`config.mk`:
```
export PLATFORM = sky130hd
export DESIGN_NAME = ss_display_arbiter
export DESIGN_NICKNAME = d
export VERILOG_FILES = /design/src/rtl/ss_display_arbiter.sv
export SDC_FILE = /design/constraint.sdc
export NUM_CORES = 1
export LEC_CHECK = 0
export CORE_UTILIZATION = 51
export DETAILED_ROUTE_END_ITERATION = 10
export GPL_TIMING_DRIVEN = 0
export PLACE_DENSITY = 0.9
export RECOVER_POWER = 100
export SETUP_SLACK_MARGIN = 0.15
export SLEW_MARGIN = 20
export SYNTH_ARGS = -nofsm -noshare
export SYNTH_HDL_FRONTEND = slang
export SYNTH_SLANG_ARGS = --single-unit
```
`constraint.sdc`:
```
create_clock -name clk -period 4.49 [get_ports clk]
set_input_delay 0.898 -clock clk [delete_from_list [all_inputs] [get_ports clk]]
set_output_delay 0.898 -clock clk [all_outputs]
set_load 0.1 [all_outputs]
```
`src/rtl/ss_display_arbiter.sv`:
```
// Two-client arbiter for a 4-digit seven-segment display: B has priority, A keeps a minimum hold.
// Optional macro SS_DISPLAY_ARB_BLINK_EN makes the display blink while B owns it.
module ss_display_arbiter #(
    parameter int HOLD_CYCLES = 25_000_000,
    parameter int BLINK_HALF  = 6_250_000
) (
    input  logic        clk,
    input  logic        rst,
    input  logic        req_a,
    input  logic [15:0] data_a,
    input  logic [3:0]  blank_a,
    input  logic        req_b,
    input  logic [15:0] data_b,
    input  logic [3:0]  blank_b,
    output logic        gnt_a,
    output logic        gnt_b,
    output logic [6:0]  seg3,
    output logic [6:0]  seg2,
    output logic [6:0]  seg1,
    output logic [6:0]  seg0,
    output logic [3:0]  mask
);
    localparam int HW = $clog2(HOLD_CYCLES);
    localparam logic [HW-1:0] HOLD_MAX = HW'(HOLD_CYCLES - 1);

    if (HOLD_CYCLES < 2) begin : g_bad_hold
        $error("HOLD_CYCLES must be at least 2");
    end
    if (BLINK_HALF < 1) begin : g_bad_blink
        $error("BLINK_HALF must be at least 1");
    end

    typedef enum logic [1:0] {IDLE, OWN_A, OWN_B} state_t;

    state_t        state_q, state_d;
    logic [HW-1:0] hold_cnt_q, hold_cnt_d;
    logic          gnt_a_q, gnt_a_d;
    logic          gnt_b_q, gnt_b_d;
    logic [27:0]   seg_q, seg_d;
    logic [3:0]    mask_q, mask_d;
    logic          b_dark;

    function automatic logic [6:0] hex_to_seg(input logic [3:0] nib);
        case (nib)
            4'h0:    hex_to_seg = 7'b1000000;
            4'h1:    hex_to_seg = 7'b1111001;
            4'h2:    hex_to_seg = 7'b0100100;
            4'h3:    hex_to_seg = 7'b0110000;
            4'h4:    hex_to_seg = 7'b0011001;
            4'h5:    hex_to_seg = 7'b0010010;
            4'h6:    hex_to_seg = 7'b0000010;
            4'h7:    hex_to_seg = 7'b1111000;
            4'h8:    hex_to_seg = 7'b0000000;
            4'h9:    hex_to_seg = 7'b0010000;
            4'hA:    hex_to_seg = 7'b0001000;
            4'hB:    hex_to_seg = 7'b0000011;
            4'hC:    hex_to_seg = 7'b1000110;
            4'hD:    hex_to_seg = 7'b0100001;
            4'hE:    hex_to_seg = 7'b0000110;
            default: hex_to_seg = 7'b0001110;
        endcase
    endfunction

    always_comb begin
        state_d = state_q;
        case (state_q)
            IDLE: begin
                if (req_b)      state_d = OWN_B;
                else if (req_a) state_d = OWN_A;
            end
            OWN_A: begin
                if (!req_a)                             state_d = req_b ? OWN_B : IDLE;
                else if (req_b && hold_cnt_q == HOLD_MAX) state_d = OWN_B;
            end
            OWN_B: begin
                if (!req_b) state_d = req_a ? OWN_A : IDLE;
            end
            default: state_d = IDLE;
        endcase

        // Counter restarts from zero whenever A newly takes ownership.
        hold_cnt_d = '0;
        if (state_q == OWN_A && state_d == OWN_A) begin
            hold_cnt_d = (hold_cnt_q == HOLD_MAX) ? hold_cnt_q : hold_cnt_q + HW'(1);
        end
    end

`ifdef SS_DISPLAY_ARB_BLINK_EN
    localparam int BW = (BLINK_HALF > 1) ? $clog2(BLINK_HALF) : 1;
    localparam logic [BW-1:0] BLINK_MAX = BW'(BLINK_HALF - 1);

    logic [BW-1:0] blink_cnt_q, blink_cnt_d;
    logic          blink_dark_q, blink_dark_d;

    always_comb begin
        blink_cnt_d  = '0;
        blink_dark_d = 1'b0;
        if (state_q == OWN_B && state_d == OWN_B) begin
            if (blink_cnt_q == BLINK_MAX) begin
                blink_cnt_d  = '0;
                blink_dark_d = ~blink_dark_q;
            end else begin
                blink_cnt_d  = blink_cnt_q + BW'(1);
                blink_dark_d = blink_dark_q;
            end
        end
    end

    always_ff @(posedge clk or posedge rst) begin
        if (rst) begin
            blink_cnt_q  <= '0;
            blink_dark_q <= 1'b0;
        end else begin
            blink_cnt_q  <= blink_cnt_d;
            blink_dark_q <= blink_dark_d;
        end
    end

    assign b_dark = blink_dark_d;
`else
    assign b_dark = 1'b0;
`endif

    // Outputs follow the next owner so grant and display change on the same edge.
    always_comb begin
        gnt_a_d = (state_d == OWN_A);
        gnt_b_d = (state_d == OWN_B);
        case (state_d)
            OWN_A:   mask_d = blank_a;
            OWN_B:   mask_d = b_dark ? 4'b1111 : blank_b;
            default: mask_d = 4'b1111;
        endcase
    end

    for (genvar gi = 0; gi < 4; gi++) begin : g_digit
        logic [3:0] nib;
        assign nib = (state_d == OWN_B) ? data_b[gi*4 +: 4] : data_a[gi*4 +: 4];
        assign seg_d[gi*7 +: 7] = (state_d == IDLE) ? 7'b1111111 : hex_to_seg(nib);
    end

    always_ff @(posedge clk or posedge rst) begin
        if (rst) begin
            state_q    <= IDLE;
            hold_cnt_q <= '0;
            gnt_a_q    <= 1'b0;
            gnt_b_q    <= 1'b0;
            seg_q      <= '1;
            mask_q     <= 4'b1111;
        end else begin
            state_q    <= state_d;
            hold_cnt_q <= hold_cnt_d;
            gnt_a_q    <= gnt_a_d;
            gnt_b_q    <= gnt_b_d;
            seg_q      <= seg_d;
            mask_q     <= mask_d;
        end
    end

    assign gnt_a = gnt_a_q;
    assign gnt_b = gnt_b_q;
    assign seg3  = seg_q[27:21];
    assign seg2  = seg_q[20:14];
    assign seg1  = seg_q[13:7];
    assign seg0  = seg_q[6:0];
    assign mask  = mask_q;

endmodule

```
======== Word level (Yosys, flattened, before mapping) ========
Memories as Yosys holds them, arrays and structs flattened.
Cells that the tools add are included.
word-level totals
  RAM bits ................................ 0
  flip-flop bits (word level) ............. 61
  latch bits .............................. 0
  memories ................................ 4
  bits of input ports ..................... 44
  output and inout port bits .............. 34
  bits in read-only memories .............. 448
memory list
  memory            words  width  rd ports  clocked after Yosys merged registers in  wr ports  RTL line  source
  (name not given)  16     7      1         0                                        0         44        case (nib)
  (name not given)  16     7      1         0                                        0         44
  (name not given)  16     7      1         0                                        0         44
  (name not given)  16     7      1         0                                        0         44
operators by class
  shift-type cells ........................ 0
  add/sub/neg operators ................... 1
  div/mod/pow operators ................... 0
  order comparisons ....................... 0
  reductions and logical operators ........ 4
  $mul .................................... 0
  equality and inequality tests ........... 6
  muxes and demuxes ....................... 19
  bitwise logic cells ..................... 0
operators with widths
  cell                                                  number
  2-to-1 mux 25 bit                                     2
  2-to-1 mux 7 bit                                      4
  adder 25 x 1 -> 25 bit (second input constant)        1
  equality test 25 bit (second input constant)          1
  2-to-1 mux 4 bit                                      4
  2-to-1 mux 2 bit                                      6
  case mux 4 bit (2 select lines)                       1
  case mux 2 bit (3 select lines)                       1
  equality test 2 x 1 -> 1 bit (second input constant)  2
  equality test 2 bit (second input constant)           2
  zero test 2 bit                                       2
  logical AND 1 bit                                     2
  != test 2 bit (second input constant)                 1
  2-to-1 mux 1 bit                                      1

======== Depth between registers and ports, before layout ========
Gate-level depths: netlist (run 1).
An unclocked memory read counts as a cell.
  word-level depth ........................ 9
  depth in mapped cells ................... 17
  depth with buffers taken out ............ 13

======== Worst setup path before layout (run 1) ========
Ideal clock, no wire load.
  kind .................................... register to register
  start point ............................. register hold_cnt_q[0]
  end point ............................... register seg_q[24]
  buffers on the path ..................... 4
  setup time .............................. 0.084 ns
  slack ................................... 0.603 ns
  stages on the path, launching flop included .. 17
  data arrival time ....................... 3.802 ns
  required time ........................... 4.406 ns
  period minus slack after synthesis ...... 3.887 ns
  cell sequence ........................... dfrtp_1 -> ha_1 -> and4_1 -> nand2_1 -> nor3_1 -> buf_6 -> o211ai_1 -> inv_1 -> ha_1 -> buf_2 -> buf_4 -> buf_2 -> mux2i_1 -> inv_1 -> ha_1 -> mux4_2 -> or2_2
on the way
  cells in the longest elaborated chain, start to end .. 9
ends and longest elaborated chain
  element                          RTL line  source
  from (decl)                      36        logic [HW-1:0] hold_cnt_q, hold_cnt_d;
  from (signal assigned)           151       hold_cnt_q <= hold_cnt_d;
  equality test 25 bit             73        else if (req_b && hold_cnt_q == HOLD_MAX) state_d = OWN_B;
  logical AND 1 bit                73
  2-to-1 mux 2 bit                 73
  2-to-1 mux 2 bit                 72        if (!req_a) state_d = req_b ? OWN_B : IDLE;
  case mux 2 bit (3 select lines)  66        case (state_q)
  via state_d[1]                   35        state_t state_q, state_d;
  equality test 2 bit              -
  via gnt_b_d                      38        logic gnt_b_q, gnt_b_d;
  2-to-1 mux 4 bit                 137       assign nib = (state_d == OWN_B) ? data_b[gi*4 +: 4] : data_a[gi*4 +: 4];
  memory read (16 x 7 bit)         -
  2-to-1 mux 7 bit                 138       assign seg_d[gi*7 +: 7] = (state_d == IDLE) ? 7'b1111111 : hex_to_seg(nib);
  via seg_d[24]                    39        logic [27:0] seg_q, seg_d;
  to (signal assigned)             154       seg_q <= seg_d;
  to (decl)                        39
The timed path passes the listed nets, and every way through them passes these cells.
A chain may end at the register's enable or synchronous reset.

======== Worst setup path in the final report (run 1) ========
Ends and elaborated chain as after synthesis.

==> flow_summary.toml, run 1 <==
[outcome]
outcome = "complete, but fails checks"
violations = "capacitance limit, slew limit"

[power_and_ir_drop]
power_density_nw_per_um2 = 407
leakage_nw = 1.99
worst_ir_drop_vdd_v = 0.000230
total_power_mw = 1.95

[synthesis]
synth_mux_area_share_pct = 7.38
synth_cell_types = 48
netlist_area_sq_um = 3630
synth_cells = 352
yosysWarnings = 0
avgSynthCellArea_sq_um = 10.3
synth_top_area_cell = "dfstp_2"
synth_top_family_by_area = "simple AND/OR/NAND/NOR gates"
synth_simple_gate_area_share_pct = 16.9
synth_seq_cells = 61
netlist.area_leader.share_pct = 23.2
ys_seq_area_share_pct = 43.2
synth_compound_area_share_pct = 14.6
synth_area_leaders = "dfstp_2 (23%), dfrtp_1 (20%), ha_1 (9.7%)"
synth_xor_xnor_area_share_pct = 4.10
synth_fp_nets = 424
synth_fa_ha_area_share_pct = 9.66

[hold_path]
hold_start = "hold_cnt_q[24]$_DFFE_PP0P_"
holdPathStages = 2
hp-class = "reg2reg"
worstHoldEndpoint = "hold_cnt_q[24]$_DFFE_PP0P_"

[cts]
clock_latency_ns = 0.34
cts_buffer_depth = 2
numCtsBuffers = 9
clk_pin_slew_ns = 0.07
htree_num_levels = 3
hold_buffers = 0
cts_root_buf = "clkbuf_8"
cts_tree = "done"
cts_num_sinks = 61

[worst_setup_path]
worst-path-stages = 16
slowest_stage = "mux4_2"
max_stage_delay_ns = 0.46
path_max_fanout = 10
crit_type = "reg2reg"
critPathBufInv = 6
critical_path.top_delay_family = "buffers and inverters"
ff2ff_setup_slack_ns = 0.39
path_cells = "ha_1 > and4_1 > nand2_1 > nor3_4 > buf_6 > o211ai_1 > inv_1 > ha_1 > clkbuf_4 > buf_6 > buf_6 > mux2i_1 > inv_1 > ha_1 > mux4_2 > or2_2"
cp_data_arrival_time_ns = 4.37
rr_worst_depth = 16
cp.required_ns = 4.76
r2r_start = "hold_cnt_q[0]$_DFFE_PP0P_"
cp-end-kind = "flip-flop"
r2r-end = "seg_q[24]$_DFF_PP1_"
startpoint_type = "flip-flop"

[sta]
slew_violations = 62
final.period_utilization_pct = 91.2
max_freq_ghz = 0.244
tns_ns = 0
hold_slack_ns = 0.553
rsz0062_at_grt = "false"
final-hold-violation-count = 0
setup_violations = 0
tightest_slew_ns = 2.54
slew_headroom_pct = -70.6
fin_skew_ns = 0.00514
period_minus_slack_ns = 4.10

[drt]
vias = 3120
drc_errors = 0
first_pass_iters = 4
drt_iter0_markers = 150
avgViaCountPerCell = 5.75
wl_mm = 8.90
wl_per_cell_um = 16.4
ant_nets = 0

[finish]
num_antenna_cells = 0
finalNetCount = 514
drive_gt1_share_pct = 18.3
final_cells = 543
final_cell_area_sq_um = 4790
synthToLayoutAreaGrowth_pct = 32.0

[global_route]
grt_pass1_vias = 3214
grt_use_total_pct = 26.3
grt_pass1_wl_mm = 15.1
antenna_found_initial = 0
grt_overflow = 0
grt_max_degree = 62

[job]
maxCapViolCount = 1

[floorplanning]
ios = 78
start_util_pct = 53.1
fp-row-count = 30
fp.coreArea_sq_um = 6830
die_w_um = 86.4
dieHeight_um = 86.4
dieArea_sq_um = 7460

[placed_design]
dp_hpwl_mm = 6.35
gp_congestion = 0.928
io_buffers = 77
dpl-instance-area_sq_um = 4520
dp_cells = 525
==> sequential cells by signal (all words and copies together) (netlist names) <==
register / count
gnt_a: 1
hold_cnt_q: 25
seg_q: 28
gnt_b: 1
state_q: 2
mask: 4
==> cell usage after synthesis, drive strengths merged <==
cell type  count
nor2          35
dfstp         32
dfrtp         29
ha            28
nand2         26
inv           17
mux2i         14
o21ai         14
a21oi         11
nor3          11
a211o         10
nand3         10
a211oi         9
mux2           9
xnor2          9
a221o          8
a311o          8
buf            8
xor2           8
clkbuf         7
nand4          7
or3            6
and3           5
and4           4
o211ai         4
a31oi          3
and2           3
nor4           3
nor2b          2
o31ai          2
or2            2
or4            2
a21o           1
mux4           1
nand2b         1
nor4bb         1
o21a           1
o221ai         1
==> power breakdown <==
part	leakage (nW)	total (mW)	switching (mW)	internal, mW
combinational	1.14	0.752	0.558	0.194
sequential	0.737	0.649	0.0145	0.634
clock	0.106	0.551	0.222	0.329
==> cell usage in the layout (no fill, tap or decap), drive strengths merged, types with 9 or more instances in the layout <==
master         instances
dlygate4sd3           35
clkbuf                20
o21ai                 14
nor2                  35
a21oi                 11
inv                   16
nand3                 10
clkdlybuf4s50         42
mux2                   9
xnor2                  9
a211oi                 9
nor3                  11
nand2                 26
mux2i                 14
dfrtp                 29
ha                    28
a211o                 10
dfstp                 32
==> kinds of logic (layout without fill, tap and decap cells) <==
kind of cell | after synthesis | count (layout)
AO/OA/AOI/OAI | 72 | 72
AND/OR/NAND/NOR | 118 | 118
XOR/XNOR | 17 | 17
flip-flops | 61 | 61
multiplexers | 24 | 24
adder cells (fa/ha/maj) | 28 | 28
buffers and inverters | 32 | 127
==> metal layers <==
layer | GRT usage (%) | wire [um]
met3 | 4.76 | 462
met5 | 0 | 0
met1 | 30.4 | 3530
met2 | 47.2 | 4720
met4 | 12.6 | 184
==> worst min-delay path, cell delays in order, from the launching register on <==
cell and delay (ns):
dfrtp_1 0.35, xnor2_1 0.08, nor2_1 0.08
==> through the flow <==
stage | utilization (%) | setup WS [ns]
5_1_grt | 70.1 | 0.0867
3_5_place_dp | 66.2 | -0.210
4_1_cts | 69.8 | 0.223
3_3_place_gp | 66.2 | -0.0680
6_report | 70.1 | 0.394
2_1_floorplan | - | 0.603
==> how the worst max path moves through the flow <==
stage | slack, ns | end | from
floorplan | 0.60 | seg_q[24]$_DFF_PP1_ | hold_cnt_q[0]$_DFFE_PP0P_
global placement | -0.07 | seg_q[24]$_DFF_PP1_ | hold_cnt_q[6]$_DFFE_PP0P_
detailed placement | -0.21 | seg_q[24]$_DFF_PP1_ | hold_cnt_q[0]$_DFFE_PP0P_
CTS | 0.22 | seg_q[24]$_DFF_PP1_ | hold_cnt_q[6]$_DFFE_PP0P_
global route | 0.09 | seg_q[5]$_DFF_PP1_ | hold_cnt_q[0]$_DFFE_PP0P_
finish | 0.39 | seg_q[24]$_DFF_PP1_ | hold_cnt_q[0]$_DFFE_PP0P_
==> layout make-up <==
cell class / instances / area, sq um
fill: 482 / 2040
clock inverter: 5 / 83.8
timing repair buffer: 79 / 786
sequential: 61 / 1570
clock buffer: 11 / 141
buffer: 15 / 92.6
tap: 96 / 120
inverter: 17 / 65.1
multi-input combinational: 259 / 1940
==> timing repair <==
item                                    CTS  global route
buffers inserted                          0             2
gates resized for setup                   4             9
gates cloned                              0             0
endpoints found under the setup margin   15            21
Power figures use the tool's default switching activity.
==> run 2: changes to the inputs <==
--- a/config.mk
+++ b/config.mk
@@ -7,6 +7,7 @@
 export LEC_CHECK = 0
 export CORE_UTILIZATION = 51
 export DETAILED_ROUTE_END_ITERATION = 10
+export GPL_ROUTABILITY_DRIVEN = 0
 export GPL_TIMING_DRIVEN = 0
 export PLACE_DENSITY = 0.9
 export RECOVER_POWER = 100
==> run 2 against run 1 <==
The run still ends with capacitance limit, slew limit left. Critical path type unchanged. Register-to-register slack about the same. Global-route usage fell by 0.90 points. Highest routed layer unchanged. Critical endpoint unchanged. Clock power is 9.8% lower. First-iteration DRC count fell by 8.7%.
==> flow_summary.toml, run 2 (synthesis results as in run 1) <==
[sta]
tightest_slew_ns = 2.66
final.period_utilization_pct = 91.0
period_minus_slack_ns = 4.09
fin_skew_ns = 0.0111
slew_violations = 62
timing.final.ws_setup_ns = 0.404
final-hold-violation-count = 0
rsz0062_at_grt = "false"
slew_headroom_pct = -77.6
setup_violations = 0
max_freq_ghz = 0.245
hold_slack_ns = 0.546

[worst_setup_path]
cp_data_arrival_time_ns = 4.35
endpoint = "seg_q[24]$_DFF_PP1_"
cp-startpoint = "hold_cnt_q[16]$_DFFE_PP0P_"
r2r_start = "hold_cnt_q[16]$_DFFE_PP0P_"
startpoint_type = "flip-flop"
crit_type = "reg2reg"
ff2ff_setup_slack_ns = 0.40
rr_worst_depth = 15
path_max_fanout = 10
cp.required_ns = 4.75
r2r-end = "seg_q[24]$_DFF_PP1_"
cp-end-kind = "flip-flop"

[finish]
most-common-layout-cells = "clkdlybuf4s50_1 (43), nor2_1 (35), dlygate4sd3_1 (34)"
fillCellCount = 508
largest_register = "seg_q"
utilization_pct = 69.9
final_cells = 544
final_common_cell = "clkdlybuf4s50_1"
num_antenna_cells = 0
finalNetCount = 515
drive_gt1_share_pct = 17.9
largest_register_ffs = 28
final_cell_area_sq_um = 4780
synthToLayoutAreaGrowth_pct = 31.7

[cts]
cts_tree = "done"
cts_buffer_depth = 2
htree_num_levels = 3
cts_num_sinks = 61
clk_pin_slew_ns = 0.07
cts_root_buf = "clkbuf_8"
numCtsBuffers = 9
hold_buffers = 0
clock_latency_ns = 0.35

[global_route]
grt_overflow = 0
busiest_layer = "met2"
met2_usage_pct = 44.2
antenna_found_initial = 0
grt_use_met1_pct = 30.0
grt_pass1_wl_mm = 14.8
grt_use_total_pct = 25.4
grtUsageMet3_pct = 5.33
grt_max_degree = 62
grt_pass1_vias = 3228

[placed_design]
dp_hpwl_mm = 6.22
dp_cells = 526
io_buffers = 77
pre_cts_ws_ns = -0.151
dpl-instance-area_sq_um = 4550

[power_and_ir_drop]
power_density_nw_per_um2 = 398
worst_ir_drop_vdd_v = 0.000268
leakage_nw = 1.98

[floorplanning]
start_util_pct = 53.1
die_w_um = 86.4
dieHeight_um = 86.4
dieArea_sq_um = 7460
fp.coreArea_sq_um = 6830
ios = 78
fp-row-count = 30

[hold_path]
hp-class = "reg2reg"
holdPathStages = 2

[drt]
wl_per_cell_um = 16.2
drt_iter0_markers = 137
drc_errors = 0
avgViaCountPerCell = 5.73
ant_nets = 0
vias = 3119
wl_mm = 8.80
first_pass_iters = 4

[job]
maxCapViolCount = 1

[outcome]
violations = "capacitance limit, slew limit"
outcome = "complete, but fails checks"
-- run 2: cell count changes in the layout (fill, tap and decap cells not counted), sizes merged --
| cell | delta |
|---|---|
| clkbuf | +3 |
| clkinvlp | -2 |
| bufinv | -1 |
| clkdlybuf4s25 | +1 |
| clkdlybuf4s50 | +1 |
| dlygate4sd3 | -1 |
-- run 2: critical path, stage by stage (launching register included) --
cell	delay, ns
dfrtp_1	0.44
nor4bb_1	0.35
nand4_1	0.20
nor3_4	0.26
buf_6	0.18
o211ai_1	0.18
inv_1	0.13
ha_1	0.18
buf_2	0.24
buf_6	0.20
buf_6	0.21
mux2i_4	0.31
inv_1	0.12
ha_1	0.27
mux4_2	0.45
or2_2	0.28
-- run 2: repair_timing --
item	in CTS	in global routing
setup buffers	0	2
setup endpoints to repair	10	23
resized for setup	2	11
-- run 2: metal layers --
metal	vias to the layer above	wire, um
met5	-	0
met4	0	195
met3	22	474
met2	118	4580
met1	1524	3550
li1	1455	-
-- run 2: stage by stage --
| step | setup TNS [ns] | total power [mW] |
|---|---|---|
| 3_5_place_dp | -0.151 | 1.42 |
| 6_report | 0 | 1.90 |
| 5_1_grt | 0 | 1.97 |
| 4_1_cts | 0 | 1.92 |
| 2_1_floorplan | 0 | 1.24 |
| 3_3_place_gp | -0.0717 | 1.40 |
-- run 2: worst min-delay path by stage --
stage	start	end
6_report	hold_cnt_q[24]$_DFFE_PP0P_	hold_cnt_q[24]$_DFFE_PP0P_
3_3_place_gp	hold_cnt_q[24]$_DFFE_PP0P_	hold_cnt_q[24]$_DFFE_PP0P_
5_1_grt	hold_cnt_q[24]$_DFFE_PP0P_	hold_cnt_q[24]$_DFFE_PP0P_
3_5_place_dp	hold_cnt_q[24]$_DFFE_PP0P_	hold_cnt_q[24]$_DFFE_PP0P_
4_1_cts	hold_cnt_q[24]$_DFFE_PP0P_	hold_cnt_q[24]$_DFFE_PP0P_
2_1_floorplan	hold_cnt_q[24]$_DFFE_PP0P_	hold_cnt_q[24]$_DFFE_PP0P_
-- run 2: cell type report --
cell class / instances / area (sq um) / share of cell area, %
buffer: 15 / 90.1 / 1.89
sequential: 61 / 1570 / 32.8
clock buffer: 14 / 163 / 3.40
multi-input combinational: 259 / 1950 / 40.7
timing repair buffer: 80 / 792 / 16.6
inverter: 17 / 65.1 / 1.36
tap: 96 / 120 / 2.51
clock inverter: 2 / 35.0 / 0.733
-- run 2: power by group --
part	switching, mW	internal (mW)
Clock	0.210	0.287
Sequential	0.0153	0.634
Combinational	0.559	0.195
==> run 3: changes to the inputs <==
--- a/config.mk
+++ b/config.mk
@@ -5,11 +5,12 @@
 export SDC_FILE = /design/constraint.sdc
 export NUM_CORES = 1
 export LEC_CHECK = 0
-export CORE_UTILIZATION = 51
+export CORE_UTILIZATION = 53
+export CTS_BUF_LIST = sky130_fd_sc_hd__clkbuf_2 sky130_fd_sc_hd__clkbuf_4 sky130_fd_sc_hd__clkbuf_8
 export DETAILED_ROUTE_END_ITERATION = 10
 export GPL_ROUTABILITY_DRIVEN = 0
 export GPL_TIMING_DRIVEN = 0
-export PLACE_DENSITY = 0.9
+export PLACE_DENSITY = 0.93
 export RECOVER_POWER = 100
 export SETUP_SLACK_MARGIN = 0.15
 export SLEW_MARGIN = 20
==> run 3 against run 2 <==
Clock skew about the same. Final cell count decreased by 3.7%. Critical path depth increased by 2. Clock-buffer cell count decreased by 2. Combinational power increased by 1%. Highest routed layer unchanged. Global-route usage increased by 1.4 points. Maximum frequency decreased by 1.2%. The flow still finishes with violations (capacitance limit, slew limit). Via count increased by 2.2%. Design area decreased by 0.73%. Sequential share of layout area increased by 0.24 points.
==> flow_summary.toml, run 3 (synthesis results as in run 1) <==
[finish]
largest_register_ffs = 28
final_cell_area_sq_um = 4740
finalNetCount = 514
most-common-layout-cells = "clkdlybuf4s50_1 (42), nor2_1 (35), dlygate4sd3_1 (35)"
largest_register = "seg_q"
num_antenna_cells = 0
drive_gt1_share_pct = 19.0
final_common_cell = "clkdlybuf4s50_1"
fillCellCount = 388
final_cells = 524
synthToLayoutAreaGrowth_pct = 30.7

[sta]
setup_violations = 0
tns_ns = 0
period_minus_slack_ns = 4.13
max_freq_ghz = 0.242
rsz0062_at_grt = "false"
slew_violations = 62
final.period_utilization_pct = 92.1
tightest_slew_ns = 2.57
final-hold-violation-count = 0
fin_skew_ns = 0.0109
slew_headroom_pct = -72.2

[worst_setup_path]
path_cells = "ha_1 > and4_1 > nand2_1 > nor3_4 > buf_6 > o211ai_1 > inv_1 > ha_1 > buf_2 > buf_4 > buf_6 > mux2i_4 > clkbuf_1 > ha_1 > inv_1 > mux4_2 > or2_2"
cp-startpoint = "hold_cnt_q[0]$_DFFE_PP0P_"
critPathBufInv = 7
crit_path_frequent_cell = "ha_1"
slowest_stage = "mux4_2"
rr_worst_depth = 17
r2r_start = "hold_cnt_q[0]$_DFFE_PP0P_"
cp_data_arrival_time_ns = 4.41
max_stage_delay_ns = 0.43
critical_path.top_delay_family = "buffers and inverters"
cp.required_ns = 4.77
r2r-end = "seg_q[24]$_DFF_PP1_"
startpoint_type = "flip-flop"
cp-end-kind = "flip-flop"
path_max_fanout = 10
endpoint = "seg_q[24]$_DFF_PP1_"
crit_type = "reg2reg"
ff2ff_setup_slack_ns = 0.36
worst-path-stages = 17

[global_route]
busiest_layer = "met2"
grt_use_total_pct = 26.8
grt_pass1_vias = 3161
grt_use_met1_pct = 31.6
grt_max_degree = 62
met2_usage_pct = 45.2
grtUsageMet3_pct = 8.36
grt_pass1_wl_mm = 14.8
grt_overflow = 0
antenna_found_initial = 0

[cts]
hold_buffers = 0
cts_buffer_depth = 2
htree_num_levels = 3
cts_tree = "done"
numCtsBuffers = 9
cts_num_sinks = 61
clock_latency_ns = 0.35
clk_pin_slew_ns = 0.07
cts_root_buf = "clkbuf_8"

[power_and_ir_drop]
cellInternalPower_mw = 1.06
combPwrFrac_pct = 41.1
power_density_nw_per_um2 = 393
power_switching_mw = 0.798
p_sw_share_pct = 42.9
worst_ir_drop_vdd_v = 0.000453
clockPowerShare_pct = 24.1
leakage_nw = 1.97
share_seq_of_total_power_pct = 34.8
total_power_mw = 1.86

[drt]
wl_mm = 9.37
drt_iter0_markers = 222
avgViaCountPerCell = 6.08
drc_errors = 0
wl_per_cell_um = 17.9
vias = 3188
first_pass_iters = 7
ant_nets = 0

[floorplanning]
dieHeight_um = 84.7
fp-row-count = 29
dieArea_sq_um = 7180
ios = 78
die_w_um = 84.7
fp.coreArea_sq_um = 6490
start_util_pct = 55.9

[hold_path]
hold_start = "hold_cnt_q[24]$_DFFE_PP0P_"
hp-class = "reg2reg"

[outcome]
outcome = "complete, but fails checks"
violations = "capacitance limit, slew limit"

[placed_design]
dp_hpwl_mm = 6.25
io_buffers = 77
dp_cells = 506
dpl-instance-area_sq_um = 4500

[job]
maxCapViolCount = 1
## run 3: power groups by stage
stage | Clock (mW) | Combinational, mW | Sequential, mW
4_1_cts | 0.457 | 0.768 | 0.650
3_3_place_gp | 0 | 0.747 | 0.657
5_1_grt | 0.483 | 0.794 | 0.653
3_5_place_dp | 0 | 0.761 | 0.659
2_1_floorplan | 0 | 0.189 | 1.05
6_report | 0.450 | 0.764 | 0.648
## run 3: worst min path at each step
stage | to | cells past startpoint
5_1_grt | hold_cnt_q[24]$_DFFE_PP0P_ | 2
3_3_place_gp | hold_cnt_q[24]$_DFFE_PP0P_ | 2
3_5_place_dp | hold_cnt_q[24]$_DFFE_PP0P_ | 2
6_report | hold_cnt_q[24]$_DFFE_PP0P_ | 2
2_1_floorplan | hold_cnt_q[24]$_DFFE_PP0P_ | 2
4_1_cts | hold_cnt_q[24]$_DFFE_PP0P_ | 2
## run 3: timing repair
item | CTS | global route
resized for setup | 4 | 8
buffers inserted | 0 | 2
endpoints found under the setup margin | 14 | 18
## run 3: metal layers
layer / up-vias / part of all wire, %
li1: 1454 / -
met1: 1534 / 38
met2: 164 / 50
met3: 36 / 8.4
met4: 0 / 3.5
met5: - / 0
## run 3: final cells by class
cell class | instances | area (sq um) | share of cell area (%)
Tap cell | 77 | 96.3 | 2.03
Clock buffer | 12 | 159 | 3.35
Buffer | 15 | 86.3 | 1.82
Timing Repair Buffer | 79 | 782 | 16.5
Inverter | 17 | 65.1 | 1.37
Sequential cell | 61 | 1570 | 33.0
Clock inverter | 4 | 22.5 | 0.475
Multi-Input combinational cell | 259 | 1960 | 41.4
## run 3: per-stage QoR
stage	hold WS, ns	setup WS, ns	utilization [%]
after floorplan	0.501	0.603	-
after global placement	0.525	-0.0212	69.2
after detailed placement	0.535	-0.165	69.3
after CTS	0.555	0.242	72.4
after global routing	0.578	0.0851	73.0
final	0.557	0.356	73.0
## run 3: worst reg2reg max path, delay by kind of cell (launching register included)
family | cells | cell delay, ns
AOI/OAI and AO/OA | 1 | 0.16
adders and majority gates | 3 | 0.58
buffers and inverters | 7 | 1.27
DFF | 1 | 0.38
muxes | 2 | 0.71
and+or+nand+nor | 4 | 0.95
